**src/rtl/trigger_scaler_counter.sv**
```systemverilog
// Per-channel saturating scaler counters with a period-gated snapshot bank
// and a registered, addressed read port. Single clock domain.
module trigger_scaler_counter #(
    parameter int unsigned NCH       = 16,
    parameter int unsigned WIDTH     = 16,
    parameter int unsigned ADDR_BITS = 4,
    parameter int unsigned SEQ_BITS  = 8
) (
    input  logic                 fast_clk_i,
    input  logic                 rst_n_i,
    input  logic [NCH-1:0]       scaler_i,
    input  logic                 period_i,
    input  logic                 rd_req_i,
    input  logic [ADDR_BITS-1:0] rd_addr_i,
    output logic                 rd_valid_o,
    output logic [WIDTH-1:0]     rd_data_o,
    output logic                 rd_ovf_o,
    output logic                 update_o,
    output logic [SEQ_BITS-1:0]  seq_o,
    output logic                 first_o
);

    typedef enum logic [0:0] {StIdle, StLatch} state_e;

    localparam logic [WIDTH-1:0] CntMax = '1;

    state_e                state_q, state_d;
    logic [WIDTH-1:0]      cnt_q [NCH];
    logic [WIDTH-1:0]      cnt_d [NCH];
    logic [NCH-1:0]        ovf_q, ovf_d;
    logic [WIDTH-1:0]      hold_q [NCH];
    logic [NCH-1:0]        hold_ovf_q;
    logic                  rd_valid_q;
    logic [WIDTH-1:0]      rd_data_q, rd_sel_data;
    logic                  rd_ovf_q, rd_sel_ovf;
    logic                  update_q, update_d;
    logic [SEQ_BITS-1:0]   seq_q, seq_d;
    logic                  first_q, first_d;

    // A pulse on the latch edge starts the new period rather than closing the old one.
    always_comb begin
        for (int k = 0; k < NCH; k++) begin
            cnt_d[k] = cnt_q[k];
            ovf_d[k] = ovf_q[k];
            if (period_i) begin
                cnt_d[k] = scaler_i[k] ? WIDTH'(1) : '0;
                ovf_d[k] = 1'b0;
            end else if (scaler_i[k]) begin
                if (cnt_q[k] == CntMax) begin
                    ovf_d[k] = 1'b1;
                end else begin
                    cnt_d[k] = cnt_q[k] + WIDTH'(1);
                end
            end
        end
    end

    always_ff @(posedge fast_clk_i or negedge rst_n_i) begin
        if (!rst_n_i) begin
            for (int k = 0; k < NCH; k++) begin
                cnt_q[k] <= '0;
            end
            ovf_q <= '0;
        end else begin
            for (int k = 0; k < NCH; k++) begin
                cnt_q[k] <= cnt_d[k];
            end
            ovf_q <= ovf_d;
        end
    end

    always_ff @(posedge fast_clk_i or negedge rst_n_i) begin
        if (!rst_n_i) begin
            for (int k = 0; k < NCH; k++) begin
                hold_q[k] <= '0;
            end
            hold_ovf_q <= '0;
        end else if (period_i) begin
            for (int k = 0; k < NCH; k++) begin
                hold_q[k] <= cnt_q[k];
            end
            hold_ovf_q <= ovf_q;
        end
    end

    // Addresses beyond NCH match no channel and read as zero.
    always_comb begin
        rd_sel_data = '0;
        rd_sel_ovf  = 1'b0;
        for (int k = 0; k < NCH; k++) begin
            if (rd_addr_i == ADDR_BITS'(k)) begin
                rd_sel_data = hold_q[k];
                rd_sel_ovf  = hold_ovf_q[k];
            end
        end
    end

    always_ff @(posedge fast_clk_i or negedge rst_n_i) begin
        if (!rst_n_i) begin
            rd_valid_q <= 1'b0;
            rd_data_q  <= '0;
            rd_ovf_q   <= 1'b0;
        end else begin
            rd_valid_q <= rd_req_i;
            if (rd_req_i) begin
                rd_data_q <= rd_sel_data;
                rd_ovf_q  <= rd_sel_ovf;
            end
        end
    end

    always_ff @(posedge fast_clk_i or negedge rst_n_i) begin
        if (!rst_n_i) begin
            state_q <= StIdle;
        end else begin
            state_q <= state_d;
        end
    end

    // A strobe seen in either state starts a fresh latch.
    always_comb begin
        state_d = StIdle;
        unique case (state_q)
            StIdle:  state_d = period_i ? StLatch : StIdle;
            StLatch: state_d = period_i ? StLatch : StIdle;
        endcase
    end

    always_comb begin
        update_d = (state_q == StLatch);
        seq_d    = update_d ? seq_q + SEQ_BITS'(1) : seq_q;
        first_d  = update_d ? 1'b0 : first_q;
    end

    always_ff @(posedge fast_clk_i or negedge rst_n_i) begin
        if (!rst_n_i) begin
            update_q <= 1'b0;
            seq_q    <= '0;
            first_q  <= 1'b1;
        end else begin
            update_q <= update_d;
            seq_q    <= seq_d;
            first_q  <= first_d;
        end
    end

    assign rd_valid_o = rd_valid_q;
    assign rd_data_o  = rd_data_q;
    assign rd_ovf_o   = rd_ovf_q;
    assign update_o   = update_q;
    assign seq_o      = seq_q;
    assign first_o    = first_q;

endmodule

```
**config.mk**
```make
export PLATFORM = sky130hd
export DESIGN_NAME = trigger_scaler_counter
export DESIGN_NICKNAME = d
export VERILOG_FILES = /design/src/rtl/trigger_scaler_counter.sv
export SDC_FILE = /design/constraint.sdc
export NUM_CORES = 1
export LEC_CHECK = 0
export ABC_AREA = 1
export CAP_MARGIN = 10
export CORE_ASPECT_RATIO = 1.4
export CORE_MARGIN = 4
export CORE_UTILIZATION = 55
export CTS_BUF_LIST = sky130_fd_sc_hd__clkbuf_4 sky130_fd_sc_hd__clkbuf_8
export DETAILED_ROUTE_END_ITERATION = 10
export GPL_ROUTABILITY_DRIVEN = 1
export PLACE_DENSITY = 0.83
export SLEW_MARGIN = 20
export SYNTH_ARGS = -nofsm -noshare
export SYNTH_HDL_FRONTEND = slang
export SYNTH_SLANG_ARGS = --single-unit
```
**constraint.sdc**
```tcl
create_clock -name fast_clk_i -period 2.5 [get_ports fast_clk_i]
set_input_delay 0.375 -clock fast_clk_i [delete_from_list [all_inputs] [get_ports fast_clk_i]]
set_output_delay 0.375 -clock fast_clk_i [all_outputs]
set_load 0.05 [all_outputs]
```
# After elaboration in Yosys (flattened, before gate mapping)
# Cells that the tools add are included.
dict set report op_classes {
  muxes 145
  bitwise 0
  multipliers 0
  n_shift 0
  div_mod_pow 0
  n_reduce_logical 65
  order_cmp 0
  add_sub_neg 17
  eq_ne 47
}
# cell n
set ops {}
lappend ops {{two-way mux 16 bit} 64}
lappend ops {{adder 16 x 1 -> 16 bit, second input constant} 16}
lappend ops {{equality test 16 bit, second input constant} 16}
lappend ops {{two-way mux 1 bit} 81}
lappend ops {{AND reduction 2 bit} 32}
lappend ops {{nonzero test 2 bit} 32}
lappend ops {{equality test 4 bit, second input constant} 8}
lappend ops {{inequality test 2 bit, second input constant} 16}
lappend ops {{equality test 4 x 3 -> 1 bit, second input constant} 4}
lappend ops {{adder 8 x 1 -> 8 bit, second input constant} 1}
lappend ops {{equality test 4 x 2 -> 1 bit, second input constant} 2}
lappend ops {{equality test 4 x 1 -> 1 bit, second input constant} 1}
lappend ops {{zero test 4 bit} 1}
dict set report totals {
  word_cells 330
  romBits 0
  memories 0
  output_inout_bits 28
  mem_bits_rw 0
  input_bits 24
  ff_bits 573
  latchBits 0
}

# Logic depth before layout (Yosys ltp)
dict set report logic_depth {
  ltp_word 17
  mapped_depth 15
  depth_no_buf 15
}

# Least setup slack after synthesis
# OpenSTA, ideal clock, no wires.
dict set report synth_timing {
  path_kind {flip-flop to flip-flop}
  start {register cnt_q[80] in the netlist's numbering}
  end {register cnt_q[91] in the netlist's numbering}
  path_slack_ns 0.621
  setup_time_ns 0.123
  t_required_ns 2.377
  path_stages_with_launch 12
  arrival_time_ns 1.756
  n_path_buf 0
  period_less_slack_ns 1.879
  cell_sequence {dfrtp_1 > ha_1 > nand2_1 > nor2_1 > nand2_1 > nor3_2 > o21ai_4 > nand3_1 > nor3_2 > nand2_1 > nor3b_1 > nor2_1}
}
dict set report synth_between {
  elab_chain_len 4
  elab_cells_between_ends 7
  cone_classes {1 x add/sub; 2 x eq/ne; 3 x mux; 1 x reduce/logical}
}
# item line_no
set synth_lines {}
lappend synth_lines {{start: declaration} 28} ;# logic [WIDTH-1:0] cnt_q [NCH];
lappend synth_lines {{start signal: indexed assignment} 66} ;# cnt_q[k] <= cnt_d[k];
lappend synth_lines {{adder 16 x 1 -> 16 bit} 52} ;# cnt_d[k] = cnt_q[k] + WIDTH'(1);
lappend synth_lines {{two-way mux 16 bit} 49} ;# if (cnt_q[k] == CntMax) begin
lappend synth_lines {{two-way mux 16 bit} 48} ;# end else if (scaler_i[k]) begin
lappend synth_lines {{two-way mux 16 bit} 45} ;# if (period_i) begin
# Parallel ways exist; a longest one is shown, timed or not. The select of a mux whose other input is x is not followed.
# A chain may end at the register's enable or synchronous reset.

# Final worst setup path
dict set report layout_timing {
  start {register first_q (netlist: first_o)}
  end {output first_o}
}
# item line_no
set layout_rtl {}
lappend layout_rtl {{start: declaration} 38} ;# logic first_q, first_d;
lappend layout_rtl {{start signal: assignment} 143} ;# first_q <= first_d;
lappend layout_rtl {{end: declaration} 20} ;# output logic first_o
# No word-level cell between the ends.

==> reports/qor.txt <==
leading area contributor after synthesis = sky130_fd_sc_hd__dfrtp_1
Final setup viols = 0
via count = 23320
sinks on the clock net = 573
critical path launch point type = flop
Tmin final = 2.367 ns
Cell variety after synth = 54
area share of the largest cell type after synthesis = 0.5243
# Post-CTS Setup Buffers = 0
Port Buf Inserts = 51
number of antenna violations at the first check in global routing = 1
routed wire length per instance = 17.82 um
number of pins with negative max-slew slack in the final report = 0
Ports = 52
power per cell area = 638.2 nW/um^2
final WL = 74420 um
number of core rows = 96
worst reg2reg setup slack = 0.30 ns
Main synth FF type = sky130_fd_sc_hd__dfrtp_1
x dimension of the die = 196.3 um
buffers from clock root to sink, at most = 3
TritonCTS clock tree = done
floorplan die area = 53320 um^2
area growth from synthesis to final layout = 12.36%
arrival time at the worst endpoint = 1.99 ns
upper clock frequency limit = 0.4224 GHz
Leakage = 0.01358 uW
sum of internal, switching and leakage power = 19580 uW
synth warn = 0
clock transition at the registers of the reported paths = 0.06 ns
number of enable-type register cells in the synthesized netlist = 0
violated checks = design-rule violations
pin count of the biggest net entering global routing = 140
Mean Syn Cell Area = 8.072 um^2
Num CTS Buffers = 87
Yosys reg bits = 573
worst reg2reg endpoint = cnt_q[88]
number of global-route vias before repair = 23130
worst reg2reg path depth = 13
sum of met3 wire segment lengths after detailed routing = 3513 um
latest clock arrival within the worst-skew pair = 0.69 ns
DR iter-0 viols = 1744
leading cell types in the layout, fill and taps excluded = sky130_fd_sc_hd__nand2_1 (892), sky130_fd_sc_hd__dfrtp_1 (572), sky130_fd_sc_hd__o21ai_0 (384)
max-cap violation count = 0
CP cell instances = clkdlybuf4s50_1
first-pass GRT wire length = 119800 um
VDD IR max = 0.6701 mV
net count reported at finish = 3512
CP Buf/Inv Count = 1
CP top delay family = buffers and inverters
initial core utilization = 0.5557
total routed wire length on the met1 layer = 27930 um
share of synthesized registers carrying an async set or reset = 1.000
routability cong. = 1.002
total routing resource utilization after global routing = 0.2793
core outline area = 49130 um^2
Worst Hold Launch = period_i
number of iterations in the first detailed-routing pass = 9
Detailed Place HPWL = 54350 um
final-layout fill cell count = 4111
critical register-to-register path startpoint = cnt_q[80]
highest-delay cell along the critical path = sky130_fd_sc_hd__clkdlybuf4s50_1
hold crit path type = input port to flop
met2 wire length = 37340 um
count of H-tree levels built during CTS = 3
clk_skew = 0.03487 ns
Antenna Violating Nets Remaining = 0
nature of the critical path endpoint = output pin
total congestion overflow = 0
root buf cell = sky130_fd_sc_hd__clkbuf_8
uppermost layer routed = met4
startpoint of the worst setup timing path = first_o
die boundary height = 271.6 um
mapped cell area = 27300 um^2
Design Area, Final = 30680 um^2
stage delay of the slowest cell on the critical path = 0.79 ns
transition at the pin with the smallest max-transition slack = 0.7885 ns
most common cell after layout, fill and taps aside = sky130_fd_sc_hd__nand2_1
post-synthesis cell count = 3382
data required time at the worst endpoint = 2.12 ns
result of the run = finished with violations
setup repair after global routing missed its margin = no
start-to-end type of the worst setup path = flop to output pin
Vias per Instance = 5.585
sequential element share of the synthesized area = 0.5253
maximum fanout encountered on the critical timing path = 2
Max-slew headroom = 0.4743
period utilisation layout = 0.9470
Critical Path Sink = first_o
synth top area cells = sky130_fd_sc_hd__dfrtp_1 (52%), sky130_fd_sc_hd__nand2_1 (12%), sky130_fd_sc_hd__o21ai_0 (7.0%), sky130_fd_sc_hd__inv_1 (5.2%), sky130_fd_sc_hd__nor2_1 (3.9%)
net count after synthesis = 3423
layout cell share with drive strength beyond 1 = 0.1015
DRC errors left = 1
Critical Path Stages = 1
hold violation count in the final report = 0
total placed instance area = 28820 um^2
## cell families (layout without fill, tap and decap cells)
logic type                 after synthesis  after routing  synth area share
AOI/OAI and AO/OA                      652            652            0.1284
xor gates and xnor gates                23             23          0.007378
adders and majority gates               17             17          0.007791
buffers and inverters                  519            675           0.07319
DFF                                    573            573            0.5253
other                                    0              1                 0
and+or+nand+nor                       1598           1598            0.2580
## power by group
group,internal (uW),switching (uW),total [uW]
Combinational,479,1180,1660
Sequential,9520,237,9760
Clock,4430,3730,8150
## sequential cells by signal, summed over array words and instances (netlist names)
signal and cells:
seq_o 8, rd_ovf_o 1, cnt_q 256, state_q 1, update_o 1, ovf_q 16, rd_valid_o 1, rd_data_o 16
hold_ovf_q 16, hold_q 256, first_o 1
## metrics by stage
stage	utilization	TNS (ns)	cells	setup WS, ns	hold WS (ns)
finish	0.6244	0	4176	0.1326	0.1134
global route	0.6244	0	4176	0.05673	0.1141
CTS	0.6243	0	4175	0.07556	0.06757
detailed placement	0.5867	-0.009297	4018	-0.009297	0.3824
global placement	0.5867	0	4018	0.02361	0.3856
floorplan	-	0	3382	0.6213	0.07941
## tightest hold or removal path: stages
cell and delay (ns):
sky130_fd_sc_hd__buf_8 0.18, sky130_fd_sc_hd__nand2_1 0.12, sky130_fd_sc_hd__nand2_1 0.05
## per-layer routing
layer  vias to the layer above  GRT usage
li1                      11200          -
met1                     11160     0.3230
met3                       244    0.03824
met5                         -          0
met2                       712     0.4792
met4                         0     0.1906
## timing repair
item,in CTS,in global routing
hold buffers,1,0
setup endpoints to repair,0,1
hold endpoints to repair,45,0
resized for setup,0,1
## cell type report
cell class	count	area, um^2	area share
tap	637	797.0	0.02598
sequential	573	14340	0.4675
clock buffer	135	1695	0.05527
inverter	402	1525	0.04972
clock inverter	21	142.6	0.004650
antenna	1	2.502	0.00008157
multi-input combinational	2290	10970	0.3575
timing repair buffer	117	1206	0.03932
## worst min-delay path by stage
stage,end,slack (ns),cells past startpoint
floorplan,cnt_q[0],0.08,0
global placement,cnt_q[176],0.39,1
detailed placement,cnt_q[176],0.38,1
CTS,hold_q[151],0.07,3
global route,cnt_q[182],0.11,2
finish,hold_q[154],0.11,3
## synth_stat cells, drive strengths merged (7+ instances only)
| cell | n |
|---|---|
| nand2 | 918 |
| dfrtp | 572 |
| inv | 400 |
| o21ai | 398 |
| nor2 | 318 |
| a21oi | 187 |
| nand3 | 135 |
| nor3 | 109 |
| clkbuf | 92 |
| nand4 | 82 |
| buf | 25 |
| nor4 | 18 |
| ha | 17 |
| o31ai | 17 |
| xor2 | 17 |
| o22ai | 13 |
| a211oi | 12 |
| nor3b | 7 |
(Power assumes the default switching activity.)
